--- src/rtl/alu_share_arbiter.sv ---
// Round-robin arbiter sharing one combinational ALU between two requesters, with a held response.
// Build option ALU_ARB_FIXED_PRIO_EN: requester 0 always wins simultaneous requests.
//
// state | meaning
// IDLE  | waiting for a request; grants and latches operands on accept
// EXEC  | registered operands drive the ALU for one cycle; result captured at the edge
// RESP  | response held for the granted requester until its rsp ready
module alu_share_arbiter #(
  parameter int WIDTH = 64,
  parameter int OPW   = 4
) (
  input  logic             clk,
  input  logic             reset_n,
  input  logic             req0_valid,
  output logic             req0_ready,
  input  logic [WIDTH-1:0] req0_a,
  input  logic [WIDTH-1:0] req0_b,
  input  logic [OPW-1:0]   req0_op,
  input  logic             req1_valid,
  output logic             req1_ready,
  input  logic [WIDTH-1:0] req1_a,
  input  logic [WIDTH-1:0] req1_b,
  input  logic [OPW-1:0]   req1_op,
  output logic             rsp0_valid,
  input  logic             rsp0_ready,
  output logic             rsp1_valid,
  input  logic             rsp1_ready,
  output logic [WIDTH-1:0] rsp_result,
  output logic             rsp_zero,
  output logic             rsp_err,
  output logic [WIDTH-1:0] alu_a,
  output logic [WIDTH-1:0] alu_b,
  output logic [OPW-1:0]   alu_op,
  input  logic [WIDTH-1:0] alu_result,
  input  logic             alu_zero
);

  typedef enum logic [1:0] {
    IDLE = 2'd0,
    EXEC = 2'd1,
    RESP = 2'd2
  } state_t;

  state_t           state_q, state_d;
  logic             grant_q;
  logic             last_grant_q;
  logic [WIDTH-1:0] a_q, b_q;
  logic [OPW-1:0]   op_q;

  logic             sel;
  logic             accept;
  logic             retire;
  logic             sel_legal;
  logic [WIDTH-1:0] sel_a, sel_b;
  logic [OPW-1:0]   sel_op;

  function automatic logic op_legal(input logic [OPW-1:0] op);
    logic ok;
    ok = 1'b0;
    case (op)
      4'b0000, 4'b0001, 4'b0010, 4'b0110, 4'b1100: ok = 1'b1;
      default:                                     ok = 1'b0;
    endcase
    return ok;
  endfunction

  always_comb begin
    sel = 1'b0;
    if (req0_valid && req1_valid) begin
`ifdef ALU_ARB_FIXED_PRIO_EN
      sel = 1'b0;
`else
      sel = ~last_grant_q;
`endif
    end else if (req1_valid) begin
      sel = 1'b1;
    end
  end

  assign sel_a     = sel ? req1_a  : req0_a;
  assign sel_b     = sel ? req1_b  : req0_b;
  assign sel_op    = sel ? req1_op : req0_op;
  assign sel_legal = op_legal(sel_op);
  assign accept    = (state_q == IDLE) && (req0_valid || req1_valid);
  assign retire    = (state_q == RESP) && (grant_q ? rsp1_ready : rsp0_ready);

  always_ff @(posedge clk or negedge reset_n) begin
    if (!reset_n) begin
      state_q <= IDLE;
    end else begin
      state_q <= state_d;
    end
  end

  always_comb begin
    state_d    = state_q;
    req0_ready = 1'b0;
    req1_ready = 1'b0;
    rsp0_valid = 1'b0;
    rsp1_valid = 1'b0;
    case (state_q)
      IDLE: begin
        req0_ready = accept && !sel;
        req1_ready = accept && sel;
        if (accept) state_d = sel_legal ? EXEC : RESP;
      end
      EXEC: state_d = RESP;
      RESP: begin
        rsp0_valid = !grant_q;
        rsp1_valid = grant_q;
        if (retire) state_d = IDLE;
      end
      default: state_d = IDLE;
    endcase
  end

  // Illegal ops skip EXEC and respond with a zeroed, flagged result.
  always_ff @(posedge clk or negedge reset_n) begin
    if (!reset_n) begin
      grant_q      <= 1'b0;
      last_grant_q <= 1'b1;
      a_q          <= '0;
      b_q          <= '0;
      op_q         <= '0;
      rsp_result   <= '0;
      rsp_zero     <= 1'b0;
      rsp_err      <= 1'b0;
    end else begin
      if (accept) begin
        grant_q <= sel;
        a_q     <= sel_a;
        b_q     <= sel_b;
        op_q    <= sel_op;
        if (!sel_legal) begin
          rsp_result <= '0;
          rsp_zero   <= 1'b0;
          rsp_err    <= 1'b1;
        end
      end
      if (state_q == EXEC) begin
        rsp_result <= alu_result;
        rsp_zero   <= alu_zero;
        rsp_err    <= 1'b0;
      end
      if (retire) begin
        last_grant_q <= grant_q;
      end
    end
  end

  assign alu_a  = a_q;
  assign alu_b  = b_q;
  assign alu_op = op_q;

endmodule

--- config.mk ---
export PLATFORM = sky130hd
export DESIGN_NAME = alu_share_arbiter
export DESIGN_NICKNAME = d
export VERILOG_FILES = /design/src/rtl/alu_share_arbiter.sv
export SDC_FILE = /design/constraint.sdc
export NUM_CORES = 1
export LEC_CHECK = 0
export BUFFER_PORTS_ARGS = -buffer_cell sky130_fd_sc_hd__buf_2
export CAP_MARGIN = 20
export CORE_AREA = 3 3 210 212
export CTS_BUF_LIST = sky130_fd_sc_hd__clkbuf_4 sky130_fd_sc_hd__clkbuf_8
export DETAILED_ROUTE_END_ITERATION = 10
export DIE_AREA = 0 0 213 215
export PLACE_DENSITY = 0.5
export SLEW_MARGIN = 10
export SYNTH_ARGS = -nofsm -noshare
export SYNTH_HDL_FRONTEND = slang
export SYNTH_SLANG_ARGS = --single-unit
--- constraint.sdc ---
create_clock -name clk -period 3.3 [get_ports clk]
set_input_delay 0.495 -clock clk [delete_from_list [all_inputs] [get_ports clk]]
set_output_delay 0.495 -clock clk [all_outputs]
set_load 0.1 [all_outputs]
==> reports/results.tsv <==
stage	metric	value	unit
die	die-area	0.04580	mm^2
global_routing	grt_usage	14.07	%
timing	setup_tns	0	ns
timing	finalCriticalPeriod	2.763	ns
die	core_area	0.04213	mm^2
final_layout	area_growth	48.74	%
routing	wirelength	34.00	mm
timing	slew_violations	0	
timing	setup_viol	0	
clock_tree	path_clk_slew	0.06	ns
final_layout	layout.nets	1749	
die	start_util	19.89	%
global_routing	grt_pass1_wl	50.14	mm
routing	drt-initial-drc-count	371	
clock_tree	cts-htree-levels	2	
placed_design	place_ws	0.8526	ns
critical_path	critPathMaxFanout	9	
critical_path	worstPathArrival	2.27	ns
synthesis	synthesis.area	0.008379	mm^2
global_routing	grt_pass1_vias	8615	
die	placementRows	75	
routing	wl_per_cell	17.13	um
synthesis	synth_edf_count	0	
placed_design	dpl.hpwl	24.82	mm
synthesis	synthCells	886	
global_routing	grt_max_degree	130	
timing	setup_ws	0.5368	ns
die	die_x	213	um
timing	worst_slew_pin_slew	0.7813	ns
timing	relSlewSlack	47.91	%
clock_tree	clock_sinks	202	
timing	rsz0062_at_grt	no	
die	fp.dieH	215	um
critical_path	slowest_delay	0.58	ns
critical_path	crit_chain	a21boi_4, nor4_2, buf_2	
critical_path	criticalPathCategory	register to primary output	
critical_path	critPathSlowestCell	dfstp_2	
synthesis	synth_cell_type_count	28	
synthesis	syn_avg_cell_area	9.457	um^2
clock_tree	cts_buffers	38	
routing	route.detailed.drc	0	
placed_design	globalplace.congestion	0.7916	
final_layout	drive_gt1_share	43.51	%
routing	vias	8476	
synthesis	syn_nets	1221	
clock_tree	post_cts_buffers	0	
critical_path	cp-end-kind	primary output	
clock_tree	cts_resized	0	
global_routing	grt-ovfl-total	0	
critical_path	critPathLaunchType	register	
placed_design	io_buffer_count	536	
routing	postRouteAntennaNets	0	
outcome	outcome	completed	
synthesis	async_reset_ff_share	100.0	%
hold_path	hold_class	primary input to register	
clock_tree	tritoncts	done	
global_routing	antenna_found_initial	9	
critical_path	cp.required	2.80	ns
final_layout	layout_common_cells	535 x buf_2, 392 x nand2_1, 201 x dfrtp_1, 128 x a22oi_1, 49 x o21ai_0	
clock_tree	cts_hold_buf	1	
routing	routed_via_density	4.270	
timing	skew	0.02005	ns
clock_tree	cts_max_path_buffers	3	
timing	period_share	83.73	%
synthesis	synth_flop_cell	dfrtp_1	
timing	max_freq	0.3619	GHz
synthesis	ys_seq_elements	202	
synthesis	ys_warn_count	0	
die	io_pins	537	
clock_tree	insertion_delay	0.56	ns
job	max_cap_violations	0	
synthesis	seq_area_frac_synth	60.34	%
clock_tree	root_buffer	clkbuf_8	
final_layout	n_fill_cell	4550	
routing	drt_pass1_iterations	4	
final_layout	final_common_cell	buf_2	
timing	hold_viol_final	0	
-- worst max-delay path: cells and delay by family, from the launching register on --
family                 cells  cell delay, ns
AND/OR/NAND/NOR            1            0.49
AO/OA/AOI/OAI              1            0.11
flip-flops                 1            0.58
buffers and inverters      1            0.54
-- area by class of cell --
type	instances	area (um^2)	share of cell area, %
sequential	202	5056	40.57
multi-input combinational	619	3053	24.50
timing repair buffer	552	2877	23.08
clock buffer	62	753.2	6.044
tap	539	674.4	5.411
clock inverter	5	33.78	0.2711
antenna	5	12.51	0.1004
inverter	1	3.754	0.03012
-- state kept, by name, summed over array words and instances, names as in the netlist --
signal        flops
rsp_err           1
alu_b            64
state_q           2
rsp_result       64
rsp_zero          1
last_grant_q      1
grant_q           1
alu_op            4
alu_a            64
-- cell families after synthesis --
kind of cell | Yosys count | synth area share (%)
flops | 202 | 60.34
simple gates | 406 | 18.67
mux | 6 | 0.7317
compound gates | 207 | 16.62
buf+inv | 65 | 3.643
-- path summary, 6_finish.rpt --
check	start	endpoint	slack, ns	depth (start not counted)
worst max register to register	last_grant_q	rsp_result[21]	1.13	5
max in group asynchronous	reset_n	alu_b[60]	1.97	3
worst min register to register	alu_op[1]	alu_op[1]	0.49	2
min in group asynchronous	reset_n	alu_b[7]	0.57	2
worst max-delay path	last_grant_q	req0_ready	0.54	3
worst min-delay path	req1_b[52]	alu_b[52]	0.12	3
-- stage by stage --
step / instances / instance area (um^2) / util, % / hold slack (ns)
5_1_grt: 1984 / 12460 / 29.57 / 0.06827
3_3_place_gp: 1912 / 11650 / 27.66 / 0.4608
6_report: 1985 / 12460 / 29.58 / 0.1210
3_5_place_dp: 1912 / 11650 / 27.66 / 0.4781
2_1_floorplan: 886 / 8379 / - / 0.1994
4_1_cts: 1980 / 12450 / 29.55 / 0.03989
-- cell usage after synthesis, drive strengths merged (2+ instances only) --
library cell / count / share of area [%]
a211o: 2 / 0.21
a22oi: 128 / 11
a21oi: 3 / 0.18
clkbuf: 23 / 1.0
dfrtp: 201 / 60
mux2i: 5 / 0.60
nor2: 4 / 0.18
nand2: 392 / 18
o21ai: 69 / 4.1
buf: 41 / 2.6
nor2b: 3 / 0.22
-- per-layer routing --
layer  wire length, um  vias up  part of all wire (%)  track usage, %
met1             12870     3964                    38           15.57
met3              3729       57                    11           5.994
met4               845        4                   2.5           4.391
met2             16530      409                    49           24.32
li1                  -     4042                     -               -
met5                27        -                 0.079               0
Power is left out: the tool's default activity adds up to more than one toggle a clock period on the data nets, which glitch-free logic cannot reach.
